[src/rtl/i2c_reg_xfer.sv]
// rtl/i2c_reg_xfer.sv - register-level I2C write/read sequencer with NACK abort and retry
module i2c_reg_xfer #(
  parameter int DATA_WIDTH     = 8,
  parameter int REG_ADDR_BYTES = 1,
  parameter int MAX_DATA_BYTES = 4,
  parameter int RETRY_MAX      = 3
) (
  input  logic                          clk_i,
  input  logic                          rst_i,
  input  logic                          req_valid_i,
  output logic                          req_ready_o,
  input  logic                          req_rnw_i,
  input  logic [6:0]                    req_dev_addr_i,
  input  logic [8*REG_ADDR_BYTES-1:0]   req_reg_addr_i,
  input  logic [$clog2(MAX_DATA_BYTES+1)-1:0] req_len_i,
  input  logic [8*MAX_DATA_BYTES-1:0]   req_wdata_i,
  output logic                          done_o,
  output logic                          err_o,
  output logic [8*MAX_DATA_BYTES-1:0]   rdata_o,
  output logic                          start_o,
  output logic                          stop_o,
  output logic                          read_o,
  output logic                          write_o,
  output logic                          ack_in_o,
  output logic [DATA_WIDTH-1:0]         din_o,
  input  logic [DATA_WIDTH-1:0]         dout_i,
  input  logic                          cmd_ack_i,
  input  logic                          ack_out_i
);
  localparam int LW   = $clog2(MAX_DATA_BYTES + 1);
  localparam int IMAX = (REG_ADDR_BYTES > MAX_DATA_BYTES) ? REG_ADDR_BYTES : MAX_DATA_BYTES;
  localparam int IW   = $clog2(IMAX + 1);
  localparam int RW   = (RETRY_MAX > 0) ? $clog2(RETRY_MAX + 1) : 1;
  localparam logic [LW-1:0] MAX_LEN   = LW'(MAX_DATA_BYTES);
  localparam logic [IW-1:0] REG_LAST  = IW'(REG_ADDR_BYTES - 1);
  localparam logic [RW-1:0] RETRY_LIM = RW'(RETRY_MAX);

  typedef enum logic [3:0] {
    S_IDLE, S_DEV_W, S_REG, S_DATA_W, S_DEV_R, S_DATA_R, S_ABORT, S_DONE, S_ERR
  } state_t;

  state_t state, state_nx, retry_nx;

  logic                        rnw_q;
  logic [6:0]                  dev_q;
  logic [8*REG_ADDR_BYTES-1:0] reg_q;
  logic [LW-1:0]               len_q;
  logic [8*MAX_DATA_BYTES-1:0] wdata_q;
  logic [8*MAX_DATA_BYTES-1:0] rdata_q;
  logic [IW-1:0]               idx_q;
  logic [RW-1:0]               retry_q;
  logic                        gap_q;

  logic [LW-1:0] len_clamped;
  logic [IW-1:0] len_m1;
  logic          accept, cmd_state, cmd_active, cmd_done, nack;
  logic          reg_last, data_last, retry_ok;

  assign len_clamped = (req_len_i > MAX_LEN) ? MAX_LEN : req_len_i;
  assign req_ready_o = (state == S_IDLE) && !rst_i;
  assign accept      = req_valid_i && req_ready_o;
  assign cmd_state   = state inside {S_DEV_W, S_REG, S_DATA_W, S_DEV_R, S_DATA_R, S_ABORT};
  // gap_q forces one idle cycle between consecutive commands
  assign cmd_active  = cmd_state && !gap_q;
  assign cmd_done    = cmd_active && cmd_ack_i;
  assign nack        = ack_out_i && write_o;
  assign len_m1      = IW'(len_q) - IW'(1);
  assign reg_last    = (idx_q == REG_LAST);
  assign data_last   = (idx_q == len_m1);
  assign retry_ok    = (retry_q < RETRY_LIM);
  assign retry_nx    = retry_ok ? S_DEV_W : S_ERR;
  assign rdata_o     = rdata_q;

  // State register; reset abandons any transaction without a stop
  always_ff @(posedge clk_i) begin
    if (rst_i) state <= S_IDLE;
    else       state <= state_nx;
  end

  // Next-state: advance on each acknowledged command, divert to abort/retry on NACK
  always_comb begin
    state_nx = state;
    case (state)
      S_IDLE:   if (accept) state_nx = (req_rnw_i && len_clamped == '0) ? S_ERR : S_DEV_W;
      S_DEV_W:  if (cmd_done) state_nx = nack ? S_ABORT : S_REG;
      S_REG: begin
        if (cmd_done) begin
          if (nack)          state_nx = stop_o ? retry_nx : S_ABORT;
          else if (reg_last) state_nx = rnw_q ? S_DEV_R : ((len_q == '0) ? S_DONE : S_DATA_W);
        end
      end
      S_DATA_W: begin
        if (cmd_done) begin
          if (nack)           state_nx = stop_o ? retry_nx : S_ABORT;
          else if (data_last) state_nx = S_DONE;
        end
      end
      S_DEV_R:  if (cmd_done) state_nx = nack ? S_ABORT : S_DATA_R;
      S_DATA_R: if (cmd_done && data_last) state_nx = S_DONE;
      S_ABORT:  if (cmd_done) state_nx = retry_nx;
      S_DONE:   state_nx = S_IDLE;
      S_ERR:    state_nx = S_IDLE;
      default:  state_nx = S_IDLE;
    endcase
  end

  // Request latch, byte index, retry count and read-data capture
  always_ff @(posedge clk_i) begin
    if (rst_i) begin
      rnw_q   <= 1'b0;
      dev_q   <= '0;
      reg_q   <= '0;
      len_q   <= '0;
      wdata_q <= '0;
      rdata_q <= '0;
      idx_q   <= '0;
      retry_q <= '0;
      gap_q   <= 1'b0;
    end else begin
      gap_q <= cmd_done;
      if (accept) begin
        rnw_q   <= req_rnw_i;
        dev_q   <= req_dev_addr_i;
        reg_q   <= req_reg_addr_i;
        len_q   <= len_clamped;
        wdata_q <= req_wdata_i;
        idx_q   <= '0;
        retry_q <= '0;
        if (req_rnw_i) begin
          for (int k = 0; k < MAX_DATA_BYTES; k++) begin
            if (LW'(k) >= len_clamped) rdata_q[k*8 +: 8] <= 8'h00;
          end
        end
      end
      if (cmd_done) begin
        idx_q <= (state_nx == state) ? idx_q + IW'(1) : '0;
        if (state_nx == S_DEV_W) retry_q <= retry_q + RW'(1);
        if (state == S_DATA_R) rdata_q[int'(idx_q)*8 +: 8] <= dout_i[7:0];
      end
    end
  end

  // Command outputs decoded from state; all low during the inter-command gap
  always_comb begin
    start_o  = 1'b0;
    stop_o   = 1'b0;
    read_o   = 1'b0;
    write_o  = 1'b0;
    ack_in_o = 1'b0;
    din_o    = '0;
    done_o   = 1'b0;
    err_o    = 1'b0;
    case (state)
      S_DEV_W: if (!gap_q) begin
        start_o = 1'b1;
        write_o = 1'b1;
        din_o   = DATA_WIDTH'({dev_q, 1'b0});
      end
      S_REG: if (!gap_q) begin
        write_o = 1'b1;
        stop_o  = reg_last && !rnw_q && (len_q == '0);
        din_o   = DATA_WIDTH'(reg_q[(REG_ADDR_BYTES-1-int'(idx_q))*8 +: 8]);
      end
      S_DATA_W: if (!gap_q) begin
        write_o = 1'b1;
        stop_o  = data_last;
        din_o   = DATA_WIDTH'(wdata_q[int'(idx_q)*8 +: 8]);
      end
      S_DEV_R: if (!gap_q) begin
        start_o = 1'b1;
        write_o = 1'b1;
        din_o   = DATA_WIDTH'({dev_q, 1'b1});
      end
      S_DATA_R: if (!gap_q) begin
        read_o   = 1'b1;
        ack_in_o = data_last;
        stop_o   = data_last;
      end
      S_ABORT: if (!gap_q) stop_o = 1'b1;
      S_DONE: done_o = 1'b1;
      S_ERR: begin
        done_o = 1'b1;
        err_o  = 1'b1;
      end
      default: ;
    endcase
  end
endmodule
[config.mk]
export PLATFORM = sky130hd
export DESIGN_NAME = i2c_reg_xfer
export DESIGN_NICKNAME = d
export VERILOG_FILES = /design/src/rtl/i2c_reg_xfer.sv
export SDC_FILE = /design/constraint.sdc
export NUM_CORES = 1
export LEC_CHECK = 0
export ABC_AREA = 1
export ABC_CLOCK_PERIOD_IN_PS = 5100
export CAP_MARGIN = 20
export CELL_PAD_IN_SITES_DETAIL_PLACEMENT = 1
export CELL_PAD_IN_SITES_GLOBAL_PLACEMENT = 1
export CORE_ASPECT_RATIO = 1.5
export CORE_MARGIN = 3
export CORE_UTILIZATION = 30
export DETAILED_ROUTE_END_ITERATION = 8
export PLACE_DENSITY = 0.74
export SLEW_MARGIN = 10
export SYNTH_ARGS = -nofsm -noshare
export SYNTH_HDL_FRONTEND = slang
export SYNTH_SLANG_ARGS = --single-unit
[constraint.sdc]
create_clock -name clk_i -period 5.1 [get_ports clk_i]
set_input_delay 1.02 -clock clk_i [delete_from_list [all_inputs] [get_ports clk_i]]
set_output_delay 1.02 -clock clk_i [all_outputs]
set_load 0.01 [all_outputs]
# ---- Word-level counts from Yosys, hierarchy flattened
# Index checks and enable logic that the tools add are counted.
dict set report word_totals {
  elab_cells 109
  register_bits 93
  out_inout_bits 48
}
dict set report classes {
  n_reduce_logical 22
  n_shift 4
  eq_ne 11
  muxes 51
  magnitude_cmp 6
  n_addsub 5
}
# cell n
set ops {}
lappend ops {{32-bit two-way mux} 5}
lappend ops {{8-bit two-way mux} 8}
lappend ops {{4-bit two-way mux} 14}
lappend ops {{6-bit negator with 33-bit output} 1}
lappend ops {{8-bit by 33-bit variable shift with 32-bit output, first input constant} 1}
lappend ops {{8-bit by 33-bit indexed part select with 32-bit output} 1}
lappend ops {{32-bit bitwise mux} 1}
lappend ops {{8-bit one-hot mux with 4 select lines} 1}
lappend ops {{32-bit by 7-bit indexed part select with 8-bit output} 1}
lappend ops {{4-bit one-hot mux with 7 select lines} 1}
lappend ops {{3-bit two-way mux} 7}
lappend ops {{4-bit by 3-bit equality test with 1-bit output, second input constant} 4}
lappend ops {{1-bit logical AND} 9}
lappend ops {{3-bit zero test} 3}
lappend ops {{1-bit two-way mux} 9}
lappend ops {{4-bit by 1-bit equality test with 1-bit output, second input constant} 2}
lappend ops {{4-bit by 2-bit equality test with 1-bit output, second input constant} 2}
lappend ops {{2-bit two-way mux} 4}
lappend ops {{8-bit by 7-bit indexed part select with 8-bit output} 1}
lappend ops {{1-bit by 3-bit >= comparator with 1-bit output, first input constant} 2}
lappend ops {{2-bit by 3-bit >= comparator with 1-bit output, first input constant} 2}
lappend ops {{6-bit nonzero test} 1}
lappend ops {{2-bit OR reduction} 3}
lappend ops {{4-bit equality test} 1}
lappend ops {{13 further kinds} 15}

# ---- Longest topological paths before layout
# Gate-level depths: netlist of run 1.
dict set report logic_depth {
  ltp_word 12
  ltp_mapped 18
  ltp_nobuf 18
}

# ---- Worst setup path before layout of run 1
# No wires, ideal clock.
dict set report synth_timing {
  path_type {reg2out}
  startpoint {reg idx_q[0]}
  endpoint {out din_o[1]}
  n_path_buf 1
  stages_incl_launch_ff 11
  arrival_time_ns 1.983
  path_slack_ns 2.097
  t_required_ns 4.080
  path_cell_list {dfxtp_1 inv_1 buf_1 ha_1 inv_1 nand4_1 nor2_1 nand2_1 o21ai_0 a41oi_1 nor2_1}
}
dict set report synth_via {
  elab_chain_cells 4
  elab_cells_between_ends 6
  classes_between {add/sub: 1; shift: 2; mux: 3}
}
# item line
set synth_rtl {}
lappend synth_rtl {{start: declaration} 50} ;# logic [IW-1:0] idx_q;
lappend synth_rtl {{start signal: assignment} 136} ;# idx_q <= (state_nx == state) ? idx_q + IW'(1) : '0;
lappend synth_rtl {{1-bit by 3-bit subtractor with 4-bit output} 162} ;# din_o = DATA_WIDTH'(reg_q[(REG_ADDR_BYTES-1-int'(idx_q))*8 +: 8]);
lappend synth_rtl {{8-bit by 7-bit indexed part select with 8-bit output} 162}
lappend synth_rtl {{8-bit two-way mux} 159} ;# S_REG: if (!gap_q) begin
lappend synth_rtl {{8-bit one-hot mux with 4 select lines *} 153} ;# case (state)
lappend synth_rtl {{end: declaration} 25} ;# output logic [DATA_WIDTH-1:0] din_o,
# Every way passes the cells marked *; elsewhere a longest branch is shown, timed or not.

# ---- Worst setup path after layout of run 1
dict set report layout_timing {
  startpoint {reg idx_q[1]}
  endpoint {out din_o[6]}
}
# The elaborated chain is that of the path after synthesis.

==> flow_metrics.tcl, run 1 <==
set metrics [dict create \
    portBuffers 111 \
    outcome "finished, final reports clean" \
    crit_arrival_ns 3.34 \
    max_slew_margin_pct 43.5 \
    finalWirelength_um 16000 \
    syn_to_final_growth_pct 34.6 \
    synth_common_cells "196 x nand2_1, 93 x dfxtp_1, 80 x a21oi_1" \
    antenna_found_initial 0 \
    cts_max_level 3 \
    drt_pass1_iterations 4 \
    irDropWorstVdd_v 0.000156 \
    critPathMaxFanout 16 \
    crit_path_start "idx_q[1]" \
    drc_errors 0 \
    ys_ff_latch 93 \
    reg2regPathDepth 15 \
    start_kind "flop" \
    setup_ws_ns 0.735 \
    synth_top_cell_by_area "dfxtp_1" \
    rsz0062_at_grt "no" \
    clk_latency_ns 0.34 \
    synth_top_area_share_pct 41.3 \
    yosys.cell_count.top_type "nand2_1" \
    fin_setup_tns_ns 0 \
    wl_per_cell_um 16.5 \
    synth_cell_types 35 \
    r2r_start "idx_q[1]" \
    diodes 0 \
    tritoncts "built" \
    hold_depth 2 \
    crit_type "flop to output port" \
    r2r_setup_slack_ns 2.25 \
    synthFlopType "dfxtp_1" \
    grt_pass1_vias 5290 \
    syn_inst 670 \
    grt_pass1_wl_um 26300 \
    ctsResizeCount 0 \
    syn_nets 743 \
    finalCritPeriodShare_pct 85.6 \
    grt-ovfl-total 0 \
    first_iter_violations 254 \
    fillerInstances 1893 \
    fin_crit_ns 4.36 \
    grt_max_degree 80 \
    via_per_inst 4.97 \
    synth_edf_count 0 \
    cts-root-buf "clkbuf_16" \
    place_ws_ns 1.08 \
    initial_core_util_pct 30.9 \
    die_y_um 156 \
    ys_top_cells_by_area "dfxtp_1 41%, nand2_1 16%, a21oi_1 8.9%" \
    hold_buffers 0 \
    maxCapViolCount 0 \
    rows 54 \
    crit_path_end "din_o[6]" \
    clk_pin_slew_ns 0.07 \
    dieArea_um2 16500 \
    avgSynthCellArea_um2 6.72 \
    core_um2 14600 \
    setup_violations 0 \
    async_flop_share_pct 0 \
    place.gp.congestion 0.881 \
    die_x_um 106 \
    skew_ns 0.00704 \
    dp_hpwl_um 12400 \
    worstMarginPinSlew_ns 0.840 \
    p_leak_nw 2.46 \
    reg2reg_to "retry_q[0]" \
    slew_violations 0 \
    cts_inserted_buffers 9 \
    track_usage_pct 19.8 \
    vias 4814 \
    worstSetupEndpointType "output port" \
    syn-cell-area_um2 4500 \
    crit_required_ns 4.08 \
    drive_gt1_share_pct 5.82 \
    hold_class "flop to flop" \
    antenna_left 0 \
    powerDensity_nw_per_um2 411 \
    hold_viol_final 0 \
    clock_sinks 93 \
    fin_util_pct 41.5 \
    cts_setup_buffers 0 \
    finalNetCount 842 \
    seq_area_frac_synth_pct 41.3 \
    ys.warnings.count 0 \
    cts_buffer_depth 2 \
    max_freq_mhz 229 \
    ios 112 \
]
==> state kept, by name (all words and copies together), names as in the netlist <==
name / flops
dev_q: 7
gap_q: 1
idx_q: 3
len_q: 3
rdata_o: 32
reg_q: 8
retry_q: 2
rnw_q: 1
state: 4
wdata_q: 32
==> how the worst min path moves through the flow <==
stage | start | end | slack, ns
after global routing | wdata_q[14] | wdata_q[14] | 0.49
after global placement | dev_q[3] | dev_q[3] | 0.43
after floorplan | wdata_q[11] | wdata_q[11] | 0.42
after CTS | dev_q[5] | dev_q[5] | 0.45
final | dev_q[5] | dev_q[5] | 0.45
after detailed placement | dev_q[5] | dev_q[5] | 0.45
==> cell families (layout without fill, tap and decap cells) <==
group	count (synthesis)	count (layout)	synth area share, %
simple gates	314	314	29.8
xor+xnor	2	2	0.389
fa+ha+maj	9	9	2.50
buf+inv	103	206	8.78
compound gates	149	149	17.2
flops	93	93	41.3
==> layer usage <==
| metal | share of wire (%) | vias to the layer above | GRT usage (%) |
|---|---|---|---|
| met2 | 52 | 136 | 36.4 |
| met4 | 3.4 | 0 | 8.52 |
| met3 | 5.2 | 32 | 4.47 |
| met5 | 0 | - | 0 |
| li1 | - | 2362 | - |
| met1 | 40 | 2284 | 21.8 |
==> placed cells by master, fill, tap and decap left out, drive strengths merged <==
| cell type | n |
|---|---|
| buf | 6 |
| a41oi | 2 |
| o21bai | 1 |
| a21oi | 81 |
| xnor2 | 1 |
| clkinv | 2 |
| nor3 | 9 |
| nor4 | 3 |
| clkdlybuf4s50 | 111 |
| nand3b | 1 |
| nand2 | 201 |
| and2 | 2 |
| o211ai | 4 |
| nand4 | 2 |
| clkbuf | 9 |
| nand3 | 51 |
| o21ai | 59 |
| clkinvlp | 2 |
| inv | 76 |
| a221oi | 1 |
| o22ai | 1 |
| xor2 | 1 |
| dfxtp | 93 |
| ha | 9 |
| nor3b | 1 |
| nor2 | 44 |
==> stage by stage <==
| stage | cell area (µm²) | std cells | hold WS, ns | power (W) |
|---|---|---|---|---|
| 2_1_floorplan | 4500 | 670 | 0.424 | 0.00152 |
| 3_3_place_gp | 5790 | 954 | 0.435 | 0.00185 |
| 3_5_place_dp | 5790 | 954 | 0.446 | 0.00188 |
| 4_1_cts | 6060 | 969 | 0.454 | 0.00252 |
| 5_1_grt | 6060 | 969 | 0.486 | 0.00267 |
| 6_report | 6060 | 969 | 0.453 | 0.00249 |
==> layout make-up <==
type	count	area (µm²)	area share (%)
multi-input cells	474	2250	37.1
flip-flops and latches	93	1860	30.7
repair buffers	117	1160	19.1
inverters	74	278	4.58
well taps	196	245	4.05
clock buffers	9	225	3.72
clock inverters	6	46.3	0.764
==> critical path, stage by stage, from the launching register on <==
cell             delay (ns)
dfxtp_1                0.66
inv_2                  0.20
ha_1                   0.37
inv_1                  0.17
nand4_1                0.27
nor2_1                 0.37
nand2_1                0.10
o21ai_0                0.10
a41oi_1                0.07
nor2_1                 0.14
clkdlybuf4s50_1        0.56
==> where the power goes <==
part	internal, W	switching, W
logic	0.000325	0.000627
clock network	0.000332	0.000294
registers	0.000838	0.0000747
Power figures use the tool's default switching activity.
==> inputs of run 2 (changes only) <==
--- a/config.mk
+++ b/config.mk
@@ -11,10 +11,10 @@
 export CELL_PAD_IN_SITES_DETAIL_PLACEMENT = 1
 export CELL_PAD_IN_SITES_GLOBAL_PLACEMENT = 1
 export CORE_ASPECT_RATIO = 1.5
-export CORE_MARGIN = 3
-export CORE_UTILIZATION = 30
+export CORE_MARGIN = 5
+export CORE_UTILIZATION = 37
 export DETAILED_ROUTE_END_ITERATION = 8
-export PLACE_DENSITY = 0.74
+export PLACE_DENSITY = 0.88
 export SLEW_MARGIN = 10
 export SYNTH_ARGS = -nofsm -noshare
 export SYNTH_HDL_FRONTEND = slang
==> run 2 against run 1 <==
Compared with the run above:
- power grew 0.87%
- critical path depth did not move
- register-to-register slack lost 0.15 ns
- setup slack got worse by 0.0063 ns
- clock-buffer cell count grew 1
- sequential share of layout area up 0.24 points
- clock power is 3.8% higher
==> flow_metrics.tcl, run 2 (synthesis results as in run 1) <==
set metrics [dict create \
    outcome "finished, final reports clean" \
    via_per_inst 5.24 \
    crit_top_cell "nor2_1" \
    drc_errors 0 \
    place.gp.congestion 0.871 \
    die_x_um 100 \
    reg2regPathDepth 16 \
    hold_buffers 0 \
    worstHoldStart "reg_q[2]" \
    maxCapViolCount 0 \
    worstSetupEndpointType "output port" \
    antenna_left 0 \
    first_iter_violations 143 \
    dieArea_um2 14500 \
    crit_buf_inv 3 \
    initial_core_util_pct 37.7 \
    hold_depth 2 \
    cts_buffer_depth 2 \
    cts-root-buf "clkbuf_16" \
    hold_viol_final 0 \
    wl_per_cell_um 17.4 \
    powerDensity_nw_per_um2 418 \
    setup_ws_ns 0.729 \
    start_kind "flop" \
    fin_setup_tns_ns 0 \
    dp_hpwl_um 12100 \
    finalWirelength_um 16100 \
    die_y_um 145 \
    syn_to_final_growth_pct 33.6 \
    whs_ns 0.459 \
    r2r_start "idx_q[1]" \
    mostFrequentLayoutCells "195 x nand2_1, 111 x clkdlybuf4s50_1, 93 x dfxtp_1, 80 x a21oi_1, 66 x inv_1" \
    ctsResizeCount 0 \
    crit_type "flop to output port" \
    setup_violations 0 \
    cts_inserted_buffers 9 \
    grt_pass1_wl_um 25900 \
    hold_class "flop to flop" \
    diodes 0 \
    skew_ns 0.00851 \
    reg2reg_to "idx_q[1]" \
    drive_gt1_share_pct 5.82 \
    drt_pass1_iterations 4 \
    path_depth 10 \
    vias 4852 \
    clock_sinks 93 \
    grt-ovfl-total 0 \
    fin_crit_ns 4.37 \
    max_slew_margin_pct 48.1 \
    clk_pin_slew_ns 0.07 \
    r2r_setup_slack_ns 2.10 \
    cts_setup_buffers 0 \
    stdcell_area_um2 6010 \
    finalCritPeriodShare_pct 85.7 \
    max_freq_mhz 229 \
    critPathMaxFanout 16 \
    worst_path_largest_cell_delay_ns 0.68 \
    core_um2 12000 \
    tritoncts "built" \
    ios 112 \
    p_leak_nw 2.46 \
    crit_slowest_cell "dfxtp_1" \
    rsz0062_at_grt "no" \
    slew_violations 0 \
    cts_max_level 3 \
    final_common_cell "nand2_1" \
    min_to "reg_q[2]" \
    clk_latency_ns 0.35 \
    track_usage_pct 22.2 \
    grt_max_degree 52 \
    irDropWorstVdd_v 0.000178 \
    place_area_um2 5730 \
    crit_arrival_ns 3.35 \
    grt_pass1_vias 5320 \
    antenna_found_initial 0 \
    crit_required_ns 4.08 \
    finalNetCount 842 \
    crit_family "buffers and inverters" \
    portBuffers 111 \
    worstMarginPinSlew_ns 0.772 \
    crit_chain "inv_2 -> ha_1 -> inv_1 -> nand4_1 -> nor2_1 -> nand2_1 -> o21ai_0 -> a41oi_1 -> nor2_1 -> clkdlybuf4s50_1" \
    place_ws_ns 1.13 \
    rows 49 \
]
## run 2: per-layer routing
layer	up-vias	global-route usage, %	share of wire [%]
met5	-	0	0
met4	0	11.3	3.9
met3	37	4.13	5.2
met2	135	41.8	54
met1	2323	22.7	37
li1	2357	-	-
## run 2: worst max path at each step
stage | to | from
3_3_place_gp | din_o[6] | idx_q[1]
2_1_floorplan | din_o[1] | idx_q[0]
3_5_place_dp | din_o[6] | idx_q[1]
6_report | din_o[1] | idx_q[1]
4_1_cts | din_o[1] | idx_q[1]
5_1_grt | din_o[1] | idx_q[1]
## run 2: per-stage QoR
stage / total power (W) / util, % / cells
6_report: 0.00251 / 50.3 / 926
5_1_grt: 0.00267 / 50.3 / 926
4_1_cts: 0.00252 / 50.3 / 925
3_5_place_dp: 0.00187 / 47.9 / 910
3_3_place_gp: 0.00183 / 47.9 / 910
2_1_floorplan: 0.00152 / - / 670
## run 2: power breakdown
| part | internal, W | leakage (nW) | total, W | switching, W |
|---|---|---|---|---|
| registers | 0.000838 | 0.758 | 0.000914 | 0.0000762 |
| clock network | 0.000348 | 0.136 | 0.000650 | 0.000302 |
| logic | 0.000324 | 1.57 | 0.000947 | 0.000624 |
| total | 0.00151 | 2.46 | 0.00251 | 0.00100 |
## run 2: cell type report
cell class	instances	area, µm²
Clock buffer	10	239
Clock inverter	5	42.5
Fill cell	1546	5940
Inverter	74	278
Multi-Input combinational cell	474	2250
Sequential cell	93	1860
Tap cell	153	191
Timing Repair Buffer	117	1150
## run 2: worst min-delay path, stage by stage (launching register included)
cell	delay, ns
dfxtp_1	0.30
inv_1	0.06
a21oi_1	0.06
